## src/rtl/ccip_rd_arbiter.sv

```systemverilog
// Round-robin CCI-P c0 read arbiter with credit tracking and tag-based response routing.
// Optional perf counters (perf_reads, perf_stalls) are enabled by CCIP_RD_ARBITER_PERF_EN.
module ccip_rd_arbiter #(
  parameter int unsigned N_REQ           = 4,
  parameter int unsigned MAX_OUTSTANDING = 8
) (
  input  logic                  clk,
  input  logic                  reset,
  input  logic [N_REQ-1:0]      req_valid,
  input  logic [N_REQ*42-1:0]   req_addr,
  output logic [N_REQ-1:0]      req_ready,
  input  logic                  c0_alm_full,
  output logic                  c0_tx_valid,
  output logic [41:0]           c0_tx_addr,
  output logic [15:0]           c0_tx_mdata,
  input  logic                  c0_rsp_valid,
  input  logic [15:0]           c0_rsp_mdata,
  input  logic [511:0]          c0_rsp_data,
  output logic [N_REQ-1:0]      rsp_valid,
  output logic [511:0]          rsp_data,
  input  logic                  drain,
  output logic                  idle,
  output logic                  err_unexpected
`ifdef CCIP_RD_ARBITER_PERF_EN
  ,
  output logic [31:0]           perf_reads,
  output logic [31:0]           perf_stalls
`endif
);

  localparam int unsigned IW      = (N_REQ > 1) ? $clog2(N_REQ) : 1;
  localparam logic [7:0]  MAX_CNT = 8'(MAX_OUTSTANDING);

  logic [IW-1:0]    r_last_grant;
  logic [7:0]       r_count;
  logic [12:0]      r_seq;
  logic             r_tx_valid;
  logic [41:0]      r_tx_addr;
  logic [15:0]      r_tx_mdata;
  logic [N_REQ-1:0] r_rsp_valid;
  logic [511:0]     r_rsp_data;
  logic             r_idle;
  logic             r_err;

  logic             w_gnt_found;
  logic [IW-1:0]    w_gnt_idx;
  logic [IW-1:0]    w_scan;
  logic             w_grant;
  logic [41:0]      w_gnt_addr;
  logic [2:0]       w_tag;
  logic             w_tag_ok;
  logic             w_accept;
  logic [7:0]       w_next_count;
  logic             w_unused;

  // Scan starts one past the last winner and wraps, so the previous winner is checked last.
  always_comb begin
    w_gnt_found = 1'b0;
    w_gnt_idx   = '0;
    w_scan      = '0;
    for (int unsigned k = 1; k <= N_REQ; k++) begin
      w_scan = IW'((32'(r_last_grant) + k) % N_REQ);
      if (!w_gnt_found && req_valid[w_scan]) begin
        w_gnt_found = 1'b1;
        w_gnt_idx   = w_scan;
      end
    end
  end

  assign w_grant = !reset && w_gnt_found && !c0_alm_full && !drain && (r_count < MAX_CNT);

  always_comb begin
    req_ready = '0;
    if (w_grant) req_ready[w_gnt_idx] = 1'b1;
  end

  always_comb begin
    w_gnt_addr = '0;
    for (int unsigned i = 0; i < N_REQ; i++) begin
      if (IW'(i) == w_gnt_idx) w_gnt_addr = req_addr[i*42 +: 42];
    end
  end

  assign w_tag    = c0_rsp_mdata[2:0];
  assign w_tag_ok = 32'(w_tag) < N_REQ;
  assign w_accept = c0_rsp_valid && (r_count != '0) && w_tag_ok;
  assign w_unused = ^c0_rsp_mdata[15:3];

  always_comb begin
    w_next_count = r_count;
    if (w_grant && !w_accept)      w_next_count = r_count + 8'd1;
    else if (!w_grant && w_accept) w_next_count = r_count - 8'd1;
  end

  always_ff @(posedge clk or posedge reset) begin
    if (reset) begin
      r_last_grant <= IW'(N_REQ - 1);
      r_count      <= '0;
      r_seq        <= '0;
      r_tx_valid   <= 1'b0;
      r_tx_addr    <= '0;
      r_tx_mdata   <= '0;
      r_rsp_valid  <= '0;
      r_rsp_data   <= '0;
      r_idle       <= 1'b1;
      r_err        <= 1'b0;
    end else begin
      r_tx_valid <= w_grant;
      if (w_grant) begin
        r_tx_addr    <= w_gnt_addr;
        r_tx_mdata   <= {r_seq, 3'(w_gnt_idx)};
        r_seq        <= r_seq + 13'd1;
        r_last_grant <= w_gnt_idx;
      end
      r_rsp_valid <= '0;
      if (w_accept) begin
        r_rsp_valid[w_tag[IW-1:0]] <= 1'b1;
        r_rsp_data                 <= c0_rsp_data;
      end
      if (c0_rsp_valid && !w_accept) r_err <= 1'b1;
      r_count <= w_next_count;
      r_idle  <= (w_next_count == '0);
    end
  end

  assign c0_tx_valid    = r_tx_valid;
  assign c0_tx_addr     = r_tx_addr;
  assign c0_tx_mdata    = r_tx_mdata;
  assign rsp_valid      = r_rsp_valid;
  assign rsp_data       = r_rsp_data;
  assign idle           = r_idle;
  assign err_unexpected = r_err;

`ifdef CCIP_RD_ARBITER_PERF_EN
  logic [31:0] r_perf_reads;
  logic [31:0] r_perf_stalls;

  always_ff @(posedge clk or posedge reset) begin
    if (reset) begin
      r_perf_reads  <= '0;
      r_perf_stalls <= '0;
    end else begin
      if (w_grant && (r_perf_reads != '1)) r_perf_reads <= r_perf_reads + 32'd1;
      if ((|req_valid) && !w_grant && (r_perf_stalls != '1)) r_perf_stalls <= r_perf_stalls + 32'd1;
    end
  end

  assign perf_reads  = r_perf_reads;
  assign perf_stalls = r_perf_stalls;
`endif

endmodule

```

## config.mk

```make
export PLATFORM = sky130hd
export DESIGN_NAME = ccip_rd_arbiter
export DESIGN_NICKNAME = d
export VERILOG_FILES = /design/src/rtl/ccip_rd_arbiter.sv
export SDC_FILE = /design/constraint.sdc
export NUM_CORES = 2
export LEC_CHECK = 0
export CORE_AREA = 2 2 498 500
export DETAILED_ROUTE_END_ITERATION = 12
export DIE_AREA = 0 0 500 502
export SETUP_SLACK_MARGIN = 0.2
export SKIP_LAST_GASP = 1
export SLEW_MARGIN = 25
export SYNTH_ARGS = -nofsm -noshare
export SYNTH_HDL_FRONTEND = slang
export SYNTH_SLANG_ARGS = --single-unit
```

## constraint.sdc

```tcl
create_clock -name clk -period 54.9 [get_ports clk]
set_input_delay 8.235 -clock clk [delete_from_list [all_inputs] [get_ports clk]]
set_output_delay 8.235 -clock clk [all_outputs]
set_load 0.02 [all_outputs]
```

After elaboration in Yosys (flattened, before gate mapping)

Index checks and enable logic that the tools add are counted.

Register bits after elaboration: 599
Input bits: 705
Output and inout bits: 581
Logic and storage cells: 83

Add/subtract/negate cells: 7
Magnitude comparators: 10
Equal/unequal tests: 3
Mux-type cells: 28
Reductions and logical operators: 25

Operators by type and width:

| operator                                            | number |
|---|---|
| two-way mux 42 bit                                  | 4 |
| < comparator 2 x 3 -> 1 bit, second input constant  | 6 |
| two-way mux 8 bit                                   | 2 |
| logical AND 1 bit                                   | 14 |
| adder 13 x 1 -> 13 bit, second input constant       | 1 |
| two-way mux 1 bit                                   | 10 |
| adder 8 x 1 -> 8 bit, second input constant         | 1 |
| binary-select mux 1 bit (select 2 bit)              | 4 |
| logical NOT 1 bit                                   | 8 |
| logical NOT 8 bit                                   | 1 |
| < comparator 8 x 4 -> 1 bit, second input constant  | 1 |
| two-way mux 2 bit                                   | 4 |
| two-way mux 4 bit                                   | 2 |
| nonzero test 8 bit                                  | 1 |
| subtractor 8 x 1 -> 8 bit, second input constant    | 1 |
| adder 2 x 1 -> 2 bit, second input constant         | 2 |
| adder 2 bit, second input constant                  | 2 |
| demux 1 bit (select 2 bit)                          | 2 |
| == test 2 bit, first input constant                 | 2 |
| >= comparator 2 x 1 -> 1 bit, second input constant | 2 |
| < comparator 3 bit, second input constant           | 1 |
| == test 1 x 2 -> 1 bit, first input constant        | 1 |
| logical NOT 2 bit                                   | 1 |

Longest topological paths before layout

Depth in word-level cells: 22
Gate-level depth with buffers: 9

Worst setup path before layout

Ideal clock, no wire load.

Path type: input port to output port
Start: in reset
End: out req_ready[1]
Arrival time: 10031 ps
Setup slack: 36634 ps
Stages on the path: 5
Cell sequence: or4_1 or3_1 buf_2 clkbuf_1 nor3b_1

Longest elaborated chain between the ends: 6

RTL lines:

| element                            | RTL line | text |
|---|---|---|
| start, declared                    | 8        | `input logic reset,` |
| logical NOT 1 bit (no source line) | -        |  |
| logical AND 1 bit (4 in a row)     | 70       | `assign w_grant = !reset && w_gnt_found && !c0_alm_full && !drain && (r_count < MAX_CNT);` |
| two-way mux 4 bit                  | 74       | `if (w_grant) req_ready[w_gnt_idx] = 1'b1;` |
| end, declared                      | 11       | `output logic [N_REQ-1:0] req_ready,` |

No other way between the ends.

Final worst setup path

Start: in req_valid[3]
End: out req_ready[3]

Longest elaborated chain between the ends: 17
Elaborated cells on any way between the ends: 32
Those cells by class: order compare (2); mux (19); reduce/logical (11)

RTL lines:

| element                                                                      | RTL line | text |
|---|---|---|
| start, declared                                                              | 9        | `input logic [N_REQ-1:0] req_valid,` |
| binary-select mux 1 bit (select 2 bit)                                       | 63       | `if (!w_gnt_found && req_valid[w_scan]) begin` |
| two-way mux 1 bit (not written as such)                                      | 63       |  |
| two-way mux 1 bit                                                            | 63       |  |
| logical NOT 1 bit                                                            | 63       |  |
| logical AND 1 bit                                                            | 63       |  |
| two-way mux 1 bit                                                            | 63       |  |
| logical NOT 1 bit                                                            | 63       |  |
| logical AND 1 bit                                                            | 63       |  |
| two-way mux 1 bit                                                            | 63       |  |
| logical NOT 1 bit                                                            | 63       |  |
| logical AND 1 bit                                                            | 63       |  |
| two-way mux 2 bit or two-way mux 1 bit (tied branches)                       | 63       |  |
| < comparator 2 x 3 -> 1 bit (not written as such) (tied with other cells)    | 74       |  |
| logical AND 1 bit, on equally long branches                                  | 74, 70   |  |
| two-way mux 1 bit (not written as such) or logical AND 1 bit (tied branches) | 74, 70   |  |
| demux 1 bit (select 2 bit) or logical AND 1 bit (tied branches)              | 74, 70   |  |
| two-way mux 4 bit (*)                                                        | 74       |  |

Every way passes the cells marked *; elsewhere a longest branch is shown, timed or not. The select of a mux whose other input is x is not followed.

==> flow_metrics.py <==
metrics = {
    "run_status": {
        "outcome": "finished, final reports clean",
    },
    "logic_synthesis": {
        "avgSynthCellArea_sq_um": 9.030,
        "synth_seq_cells": 599,
        "synth_edf_count": 0,
        "synth_ff_type": "dfrtp_1",
        "ys_top_cells_by_area": "dfrtp_1 62%, nand2_1 26%, mux2i_1 3.6%",
        "ys_seq_area_frac": 0.6252,
        "synthDominantCellAreaShare": 0.6219,
        "syn_inst": 2656,
        "async_reset_ff_frac": 1.000,
        "ys.warnings.count": 0,
        "syn_nets": 3365,
        "synth_area_leader_cell": "dfrtp_1",
        "syn_area_sq_um": 23980,
        "ys_types": 47,
    },
    "timing": {
        "max_slew_margin": 0.3215,
        "fmax_mhz": 50.12,
        "fin_crit_sh": 0.3635,
        "tightest_slew_ps": 1018,
        "drv_slew": 0,
        "hold_viol": 0,
        "period_minus_slack_ps": 19950,
        "final.setup_skew_ps": 46.73,
        "rsz0062_at_grt": "no",
        "setup_viol": 0,
        "final.setup.tns_ps": 0,
    },
    "final_layout": {
        "drive_above_1_share": 0.05664,
        "instances_no_fill": 7214,
        "final_area_sq_um": 43430,
        "area_delta_synth_final_pct": 81.09,
        "nets": 4602,
    },
    "cts": {
        "cts_root_buf": "clkbuf_16",
        "clk_latency_ps": 730,
        "cts_tree": "done",
        "post_cts_buffers": 0,
        "cts_htree_levels": 3,
        "cts_resized": 0,
        "clk_path_buf_depth": 3,
        "cts_made_buffers": 82,
        "holdBufCountCts": 0,
        "clkTransAtPathRegs_ps": 60,
        "clock-sinks": 599,
    },
    "worst_hold_path": {
        "hold_path_depth": 1,
        "min_path_type": "reg2reg",
        "hold_end": "err_unexpected",
        "hp-start": "err_unexpected",
    },
    "detailed_routing": {
        "wl_per_cell_um": 25.94,
        "vias_per_cell": 3.301,
        "ant_nets": 0,
        "drt-pass1-iter-count": 5,
        "num_vias": 23810,
        "wirelength_mm": 187.1,
        "drc": 0,
        "drt_iter0_drc": 1370,
    },
    "worst_setup_path": {
        "worstSetupStartpointType": "input port",
        "ff2ff_setup_slack_ps": 49610,
        "worstPathRequired_ps": 46670,
        "critPathKind": "in2out",
        "rr_startpoint": "r_count[0]",
        "end_kind": "output port",
        "worst-r2r-cell-count": 10,
        "crit_path_max_fanout": 53,
        "cp.arrival_ps": 11720,
        "r2r-end": "rsp_data[385]",
    },
    "place": {
        "place_area_sq_um": 40450,
        "hpwl_mm": 156.7,
        "port_buffers": 1271,
        "routabilityCongestion": 0.9131,
        "dp.cells": 7028,
    },
    "run": {
        "max_cap_violations": 0,
    },
    "grt": {
        "antenna_found_initial": 136,
        "gr-total-overflow": 0,
        "grt_max_degree": 186,
        "grt_pass1_wl_mm": 237.8,
        "grt_pass1_vias": 24670,
        "grt_use_total": 0.1439,
    },
    "power": {
        "power_density_nw_per_um2": 43.22,
        "power.leakage_nw": 19.55,
        "peakVddDrop_uv": 25.91,
    },
    "die": {
        "die_h_um": 502,
        "ios": 1286,
        "chipWidth_um": 500,
        "start_util": 0.09779,
        "design.die.area_sq_um": 251000,
        "std_cell_rows": 182,
        "core_sq_um": 245300,
    },
}
## critical path: stages
cell and delay, ps:
clkdlybuf4s50_1 560, a31oi_1 160, a21oi_4 140, buf_4 650
buf_4 620, nand2_1 430, nor2b_1 220, clkdlybuf4s50_1 620
## registers in the layout (all words and copies together), names as in the netlist
signal and flops:
c0_tx_valid 1, rsp_data 512, r_count 8, r_last_grant 2, err_unexpected 1, rsp_valid 4, r_seq 13, idle 1
c0_tx_mdata 15, c0_tx_addr 42
## layer usage
metal	track usage	routed length, um	vias up
li1	-	-	10740
met1	0.1370	62440	11360
met2	0.2313	86760	1323
met3	0.09292	27540	378
met4	0.08805	10300	12
met5	0	82	-
## cells in the final DEF, fill, tap and decap left out, types with 6 or more instances in the layout
| master | count |
|---|---|
| nand2_1 | 1637 |
| clkdlybuf4s50_1 | 1271 |
| dfrtp_1 | 596 |
| mux2i_1 | 86 |
| clkbuf_16 | 83 |
| o21ai_0 | 45 |
| mux2_2 | 42 |
| diode_2 | 39 |
| buf_4 | 20 |
| xnor2_1 | 15 |
| nor2_1 | 12 |
| clkbuf_8 | 12 |
| clkinv_2 | 10 |
| bufinv_16 | 9 |
| clkbuf_1 | 8 |
| inv_6 | 7 |
| clkinvlp_4 | 7 |
| nand3_1 | 6 |
## cells in the mapped netlist, drive strengths merged (2+ instances only)
| library cell | count |
|---|---|
| or3 | 2 |
| nor4 | 2 |
| o21ai | 46 |
| buf | 37 |
| nor2 | 12 |
| mux2 | 42 |
| clkbuf | 107 |
| a2111oi | 2 |
| nor3b | 2 |
| mux2i | 86 |
| dfstp | 3 |
| dfrtp | 596 |
| nand4 | 5 |
| nor4b | 2 |
| xor2 | 3 |
| or4 | 2 |
| a21oi | 6 |
| nand2 | 1637 |
| xnor2 | 15 |
| nor3 | 3 |
| or2 | 2 |
| and3 | 6 |
| nand3 | 6 |
| ha | 4 |
| nand2b | 2 |
| inv | 6 |
| a31oi | 2 |
| a21o | 4 |
| nor2b | 2 |
## power breakdown
part	internal, mW	switching, mW
clock network	0.339	0.240
logic	0.279	0.411
registers	0.543	0.0649
## final cells by class
cell class	count	area (sq um)
timing repair buffer	1297	12980
clock buffer	103	2272
antenna	39	97.59
fill	27230	201800
inverter	6	30.03
multi-input combinational	1907	8452
sequential	599	14990
clock inverter	43	575.6
tap	3220	4029
## worst max path at each step
| stage | startpoint | to | depth (start not counted) |
|---|---|---|---|
| global placement | req_valid[0] | req_ready[3] | 9 |
| detailed placement | req_valid[3] | req_ready[3] | 8 |
| finish | req_valid[3] | req_ready[3] | 8 |
| CTS | req_valid[3] | req_ready[3] | 8 |
| global route | req_valid[1] | req_ready[3] | 9 |
| floorplan | reset | c0_tx_addr[0] | 1 |
## per-stage QoR
stage | setup slack (ps) | util | hold slack (ps) | total power, mW
after floorplan | 29900 | - | 445.4 | 0.8821
after global placement | 35030 | 0.1649 | 446.3 | 1.310
after detailed placement | 34950 | 0.1649 | 448.0 | 1.314
after CTS | 34940 | 0.1765 | 457.0 | 1.917
after global routing | 34790 | 0.1771 | 470.2 | 1.980
final | 34950 | 0.1771 | 461.5 | 1.877
## logic make-up (layout without fill, tap and decap cells)
family / after synthesis / in the layout / share of synthesized area
muxes: 128 / 128 / 0.05561
and+or+nand+nor: 1690 / 1690 / 0.2696
xor gates and xnor gates: 18 / 18 / 0.006574
other: 1 / 40 / 0.0001564
adders and majority gates: 4 / 4 / 0.002087
DFF: 599 / 599 / 0.6252
buffers and inverters: 150 / 1449 / 0.02520
AOI/OAI and AO/OA: 66 / 66 / 0.01565
(Power assumes the default switching activity.)
